==> src/rtl/csr_scan_controller.sv <==
// csr_scan_controller
//
// Purpose
//   Sequences the scan chain of the control/status register bank so the
//   whole bank can be loaded (and optionally read back) a byte at a time
//   from a byte-wide host port. Each accepted byte is shifted into the
//   chain LSB-first over 8 consecutive clocks. With readback, the bits
//   leaving the tail of the chain are reassembled into bytes and offered
//   on a handshaked output. processor_enable is held low for the whole
//   transaction so the bank is never clocked functionally mid-scan.
//
// Configuration
//   CSR_SCAN_READBACK_EN  defined   : capture register and DRAIN state
//                                     present; bytes returned on out_*.
//                         undefined : no readback; out_valid/out_data tied
//                                     to 0, out_ready and scan_out unused.
//
// Parameters
//   CHAIN_LEN  total chain length in bits, nonzero multiple of 8
//   CNT_W      bit counter width, 2**CNT_W > CHAIN_LEN
//
// Ports
//   clk, rst          clock; asynchronous active-high reset
//   start             begin a transaction (sampled in IDLE only)
//   run_req           host wants the processor running when idle
//   in_valid/in_ready/in_data     byte input handshake
//   out_valid/out_ready/out_data  captured byte output handshake
//   scan_enable, scan_in, scan_out  scan chain pins of the bank
//   processor_enable  bank functional enable (run_req gated by IDLE)
//   busy              any state other than IDLE
//   done              one-cycle pulse in FINISH
//   state_dbg         current FSM state encoding, for observation
//
// Handshake semantics: a transfer happens on a rising edge where valid and
// ready are both 1. ready/valid driven by this block depend on state only,
// never on the partner's valid/ready. A presented out_data is held stable
// until it is accepted.

module csr_scan_controller #(
   parameter int CHAIN_LEN = 64,
   parameter int CNT_W     = 7
) (
   input  logic       clk,
   input  logic       rst,
   input  logic       start,
   input  logic       run_req,
   input  logic       in_valid,
   input  logic [7:0] in_data,
   output logic       in_ready,
   output logic       out_valid,
   output logic [7:0] out_data,
   input  logic       out_ready,
   output logic       scan_enable,
   output logic       scan_in,
   input  logic       scan_out,
   output logic       processor_enable,
   output logic       busy,
   output logic       done,
   output logic [2:0] state_dbg
);

   // Encodings are fixed so state_dbg reads the same in both builds.
   typedef enum logic [2:0] {
      IDLE   = 3'd0,
      LOAD   = 3'd1,
      SHIFT  = 3'd2,
`ifdef CSR_SCAN_READBACK_EN
      DRAIN  = 3'd3,
`endif
      FINISH = 3'd4
   } state_t;

   state_t state;
   state_t state_nxt;

   logic [CNT_W-1:0] bit_cnt;     // bits shifted in this transaction
   logic [2:0]       sub_cnt;     // bit position within current byte
   logic [7:0]       shift_byte;  // byte being shifted, bit 0 is next out

`ifdef CSR_SCAN_READBACK_EN
   localparam logic [CNT_W-1:0] FULL_CNT = CNT_W'(CHAIN_LEN);
   logic [7:0] capture;           // bits collected from the chain tail
`else
   // Without readback the exit test happens on the last shift edge,
   // before the counter has taken its final increment.
   localparam logic [CNT_W-1:0] LAST_CNT = CNT_W'(CHAIN_LEN - 1);
   logic unused_inputs;
   assign unused_inputs = ^{out_ready, scan_out};
`endif

   // ---------------------------------------------------------------
   // State register
   // ---------------------------------------------------------------
   always_ff @(posedge clk or posedge rst) begin
      if (rst) begin
         state <= IDLE;
      end else begin
         state <= state_nxt;
      end
   end

   // ---------------------------------------------------------------
   // Next-state logic and state-decoded outputs
   // ---------------------------------------------------------------
   always_comb begin
      state_nxt        = state;
      in_ready         = 1'b0;
      out_valid        = 1'b0;
      out_data         = 8'h00;
      scan_enable      = 1'b0;
      scan_in          = 1'b0;
      busy             = 1'b1;
      done             = 1'b0;
      processor_enable = 1'b0;

      case (state)
         IDLE: begin
            busy             = 1'b0;
            processor_enable = run_req;
            if (start) begin
               state_nxt = LOAD;
            end
         end

         LOAD: begin
            in_ready = 1'b1;
            // in_ready is 1 here, so in_valid alone completes the transfer.
            if (in_valid) begin
               state_nxt = SHIFT;
            end
         end

         SHIFT: begin
            scan_enable = 1'b1;
            scan_in     = shift_byte[0];
            if (sub_cnt == 3'd7) begin
`ifdef CSR_SCAN_READBACK_EN
               state_nxt = DRAIN;
`else
               state_nxt = (bit_cnt == LAST_CNT) ? FINISH : LOAD;
`endif
            end
         end

`ifdef CSR_SCAN_READBACK_EN
         DRAIN: begin
            out_valid = 1'b1;
            if (out_ready) begin
               state_nxt = (bit_cnt == FULL_CNT) ? FINISH : LOAD;
            end
         end
`endif

         FINISH: begin
            done      = 1'b1;
            state_nxt = IDLE;
         end

         default: begin
            state_nxt = IDLE;
         end
      endcase

`ifdef CSR_SCAN_READBACK_EN
      // capture only moves during SHIFT, so it is stable throughout DRAIN
      // and is 0 out of reset.
      out_data = capture;
`endif
   end

   assign state_dbg = state;

   // ---------------------------------------------------------------
   // Datapath: counters, shift byte, capture
   // ---------------------------------------------------------------
   always_ff @(posedge clk or posedge rst) begin
      if (rst) begin
         bit_cnt    <= '0;
         sub_cnt    <= 3'd0;
         shift_byte <= 8'h00;
      end else begin
         case (state)
            IDLE: begin
               if (start) begin
                  bit_cnt <= '0;
               end
            end
            LOAD: begin
               if (in_valid) begin
                  shift_byte <= in_data;
                  sub_cnt    <= 3'd0;
               end
            end
            SHIFT: begin
               shift_byte <= {1'b0, shift_byte[7:1]};
               sub_cnt    <= sub_cnt + 3'd1;
               bit_cnt    <= bit_cnt + CNT_W'(1);
            end
            default: begin
            end
         endcase
      end
   end

`ifdef CSR_SCAN_READBACK_EN
   // First bit out of the chain ends up in bit 0 after 8 shifts.
   always_ff @(posedge clk or posedge rst) begin
      if (rst) begin
         capture <= 8'h00;
      end else if (state == SHIFT) begin
         capture <= {scan_out, capture[7:1]};
      end
   end
`endif

endmodule

==> config.mk <==
export PLATFORM = sky130hd
export DESIGN_NAME = csr_scan_controller
export DESIGN_NICKNAME = d
export VERILOG_FILES = /design/src/rtl/csr_scan_controller.sv
export SDC_FILE = /design/constraint.sdc
export NUM_CORES = 1
export LEC_CHECK = 0
export CAP_MARGIN = 25
export CORE_UTILIZATION = 45
export DETAILED_ROUTE_END_ITERATION = 8
export PLACE_DENSITY_LB_ADDON = 0.05
export RECOVER_POWER = 50
export SYNTH_ARGS = -nofsm -noshare
export SYNTH_HDL_FRONTEND = slang
export SYNTH_SLANG_ARGS = --single-unit
==> constraint.sdc <==
create_clock -name clk -period 5.05 [get_ports clk]
set_clock_uncertainty 0.2 [all_clocks]
set_input_delay 0.505 -clock clk [delete_from_list [all_inputs] [get_ports clk]]
set_output_delay 0.505 -clock clk [all_outputs]
set_load 0.1 [all_outputs]
### After elaboration in Yosys (flattened, before gate mapping)

Cells that the tools add are included.

| storage, ports and cells | value |
|---|---|
| register bits after elaboration | 21 |
| input port bits | 15 |

| cells by class | value |
|---|---|
| add/sub/neg operators | 2 |
| equal/unequal tests | 8 |
| multiplexer cells | 17 |
| reductions and logical operators | 6 |

Operators with widths:

| kind | count |
|---|---|
| one-hot mux 8 bit (2 select lines) | 1 |
| two-way mux 3 bit | 5 |
| one-hot mux 7 bit (2 select lines) | 1 |
| one-hot mux 3 bit (3 select lines) | 1 |
| two-way mux 8 bit | 1 |
| adder 7 x 1 -> 7 bit, second input constant | 1 |
| equality test 7 x 6 -> 1 bit, second input constant | 1 |
| two-way mux 7 bit | 1 |
| equality test 3 bit, second input constant | 2 |
| two-way mux 1 bit | 6 |
| inequality test 2 bit, second input constant | 3 |
| one-hot mux 3 bit (2 select lines) | 1 |
| AND reduction 2 bit | 2 |
| nonzero test 2 bit | 2 |
| adder 3 x 1 -> 3 bit, second input constant | 1 |
| equality test 3 x 1 -> 1 bit, second input constant | 1 |
| equality test 3 x 2 -> 1 bit, second input constant | 1 |
| zero test 3 bit | 1 |
| AND reduction 3 bit | 1 |

### Longest topological paths before layout

| logic depth | value |
|---|---|
| depth after elaboration | 4 |
| gate-level depth with buffers | 7 |

### Least setup slack after synthesis

Ideal clock, no wire load.

| timing path | value |
|---|---|
| kind | reg-to-output |
| from | reg state[0] (netlist: state_dbg[0]) |
| to | out in_ready |
| data arrival time | 3.303 ns |
| setup slack | 1.042 ns |
| cell stages (with the launch flop) | 2 |
| path buffers | 0 |
| path through | dfrtp_1 -> nor3b_1 |

| between the ends | value |
|---|---|
| word-level cells in the longest chain between the ends | 2 |

Ends and longest elaborated chain:

| item | line | text |
|---|---|---|
| from (decl) | 73 | `state_t state;` |
| from (signal assigned) | 98 | `state <= state_nxt;` |
| equality test 3 x 1 -> 1 bit | 116 | `case (state)` |
| two-way mux 1 bit | 116 |  |
| to (decl) | 49 | `output logic in_ready,` |

Every way passes these cells.

### Worst setup path after layout

| timing path | value |
|---|---|
| from | reg state[1] (netlist: state_dbg[1]) |
| to | out scan_in |

| between the ends | value |
|---|---|
| word-level cells in the longest chain between the ends | 2 |

Ends and longest elaborated chain:

| item | line | text |
|---|---|---|
| equality test 3 x 2 -> 1 bit | 116 |  |
| two-way mux 1 bit | 116 |  |
| to (decl) | 54 | `output logic scan_in,` |

Every way passes these cells.

==> Implementation_results.wiki <==
{| class="wikitable"
! Metric !! Value
|-
| Hold-fix buffer count after cts || 0
|-
| Highest attainable clock frequency || 267 MHz
|-
| Antenna violations before repair || 0
|-
| Count of cells along the worst register-to-register path || 4
|-
| Transition time of the tightest slew-check pin || 967 ps
|-
| Total of cells resized after clock tree synthesis || 0
|-
| Clock tree from TritonCTS || yes
|-
| Worst vdd rail ir drop || 0.000351 V
|-
| Post-Synthesis Cells || 110
|-
| Critical Path Sink Type || primary output
|-
| Arithmetic-cell share of the synthesized area counting full adders, half adders and majority gates || 0.0333
|-
| Leading register cell type out of synthesis || dfrtp_1
|-
| Post-layout util || 0.579
|-
| Power density cells || 600 nW/um^2
|-
| Drt initial violations || 17
|-
| Number of nets in the finished design || 146
|-
| Number of storage elements in the synthesis netlist || 21
|-
| Top cells by count, synth || 21 x dfrtp_1, 12 x nand2_1, 10 x buf_4, 10 x mux2i_1, 10 x o21ai_0
|-
| Starting density of the core || 0.495
|-
| Cell Area, Placed || 1290 sq um
|-
| Root Buffer Master || clkbuf_4
|-
| Cell type with the highest aggregate area in the netlist || dfrtp_1
|-
| DRC errors left || 0
|-
| Clock transition at the register clock pins on the worst setup and hold paths after CTS || 110 ps
|-
| Area growth from synthesis to layout || 17.0%
|-
| Result of the run || finished clean
|-
| Sum of negative setup slack || 0 ps
|-
| Count of maximum capacitance violations || 0
|-
| Fraction of synthesized area in multiplexers || 0.0988
|-
| Maximum fanout count along the critical path || 24
|-
| Total vias in the final route || 844
|-
| Via count normalized by instance count || 5.45
|-
| Floorplan die width || 52.1 um
|-
| PnR Total Power || 792 uW
|-
| Mapped Area || 1130 sq um
|-
| Quantity of I/O buffers inserted on ports || 21
|-
| Startpoint type of the worst setup path || flip-flop
|-
| Clock net sink count || 21
|-
| Site row count || 17
|-
| Floorplan die area || 2710 sq um
|-
| Worst endpoint data arrival time || 3050 ps
|-
| Wire length of the first global-routing pass || 3.38 mm
|-
| Instance count after placement with tap cells included || 151
|-
| Setup repair after global routing missed its margin || no
|-
| Detailed-routing iteration count for the pre-antenna-repair pass || 5
|-
| Yosys warning total || 0
|-
| Cell with the most instances after synthesis || dfrtp_1
|-
| Final HPWL DP || 1.36 mm
|-
| Level count of the clock H-tree || 1
|-
| Type of the tightest min-delay check || flip-flop to flip-flop
|-
| Top cells by area, synth || dfrtp_1 47%, mux2i_1 8.9%, buf_4 6.7%
|-
| Main combinational cell family by area after synthesis || simple AND/OR/NAND/NOR gates
|-
| Post-synthesis async set-or-reset flop share || 1.00
|-
| Pin count of the biggest net entering global routing || 25
|-
| Congestion Overflow GR || 0
|-
| Global-route usage over all layers || 0.170
|-
| Synth unique cells || 34
|-
| Worst hold stages || 2
|-
| Share of the synthesized area in compound gates (AO/OA/AOI/OAI) || 0.134
|-
| Max Buffers Root-to-Sink || 2
|-
| Worst-Skew Late Latency || 300 ps
|-
| Final hold vios || 0
|-
| Ratio of cells with drive above 1 in the final layout || 0.0551
|-
| Final GP Congestion || 0.760
|-
| Area inside the core boundary || 2280 sq um
|-
| Min cycle time layout || 3750 ps
|-
| Final Slew Violations || 0
|-
| Simple-gate portion of the synthesized area || 0.145
|-
| Average instance area after synthesis || 10.2 sq um
|-
| Number of synthesized flops with an enable pin || 0
|-
| Total of endpoints with negative setup slack in the final report || 0
|-
| Post-synthesis xor/xnor area fraction || 0.00777
|-
| Portion of the clock cycle consumed by the worst path in the final layout || 0.743
|-
| Y dimension of the die || 52.1 um
|-
| Required @ worst endpoint || 4350 ps
|-
| TritonCTS buffer count || 3
|-
| Via count of the first global-routing pass || 776
|-
| Pleak || 0.000589 uW
|-
| Antenna violation net count after detailed routing || 0
|-
| Classification of the worst setup path || flip-flop to primary output
|-
| Worst slew margin relative to its limit || 0.353
|-
| Number of antenna repair diodes || 0
|-
| Number of top-level pins || 33
|-
| Final Non-Filler Cells || 155
|-
| Sum of routed wire length over all layers || 1.88 mm
|-
| Portion of synthesized cell area occupied by the leading cell type || 0.466
|-
| Number of buffers inserted to repair setup after CTS || 0
|-
| Total non-filler cell area in the finished layout || 1320 sq um
|-
| Wire length per cell after detailed routing || 12.1 um
|-
| Sequential element share of the synthesized area || 0.466
|}
## metal layers
layer | GRT usage | vias to the layer above | share of wire
li1 | - | 404 | -
met3 | 0.0292 | 4 | 0.064
met4 | 0.0676 | 0 | 0.014
met2 | 0.278 | 41 | 0.46
met5 | 0 | - | 0
met1 | 0.222 | 395 | 0.46
## placed cells by master (no fill, tap or decap), types with 5 or more instances in the layout
cell type         n
clkdlybuf4s50_1  19
mux2i_1          10
nand2_1          12
o21ai_0          10
conb_1            9
nand3_1           5
dfrtp_1          21
## critical path, cell delays in order (launching register included)
cell,delay (ps)
dfrtp_1,490
or3b_1,600
inv_2,350
and2_1,180
clkdlybuf4s50_1,1120
## where the power goes
group / internal (uW) / total [uW] / switching [uW]
logic: 124 / 438 / 315
registers: 227 / 274 / 47.2
clock network: 30.7 / 79.6 / 48.8
## worst paths after layout
check                                           from                         to  slack, ps
setup / recovery            state_dbg[1]$_DFFE_PP0P_                    scan_in       1300
max in group asynchronous                        rst   state_dbg[1]$_DFFE_PP0P_       3590
min in group asynchronous                        rst  shift_byte[5]$_DFFE_PP0P_        580
hold / removal             shift_byte[7]$_DFFE_PP0P_  shift_byte[6]$_DFFE_PP0P_        300
setup reg to reg            state_dbg[1]$_DFFE_PP0P_     sub_cnt[0]$_DFFE_PP0P_       2900
hold reg to reg            shift_byte[7]$_DFFE_PP0P_  shift_byte[6]$_DFFE_PP0P_        300
## registers in the layout, indices dropped and copies added, names as in the netlist
register / count
shift_byte: 8
sub_cnt: 3
state_dbg: 3
bit_cnt: 7
## stage by stage
| step | setup slack (ps) | hold slack, ps |
|---|---|---|
| 2_1_floorplan | 1040 | 249 |
| 3_3_place_gp | 1650 | 260 |
| 3_5_place_dp | 1630 | 278 |
| 4_1_cts | 1280 | 305 |
| 5_1_grt | 1120 | 332 |
| 6_report | 1300 | 301 |
## layout make-up
class,instances,area (sq um)
Multi-Input combinational cell,77,507
Inverter,4,15.0
Sequential cell,21,526
Clock buffer,4,26.3
Fill cell,224,957
Tap cell,28,35.0
Timing Repair Buffer,21,210
## kinds of logic (layout without fill, tap and decap cells)
| group | after synthesis | count (layout) |
|---|---|---|
| AOI/OAI and AO/OA | 22 | 22 |
| xor gates and xnor gates | 1 | 1 |
| adders and majority gates | 3 | 3 |
| buffers and inverters | 20 | 29 |
| DFF | 21 | 21 |
| muxes | 11 | 11 |
| other | 1 | 9 |
| and+or+nand+nor | 31 | 31 |
(Power assumes the default switching activity.)
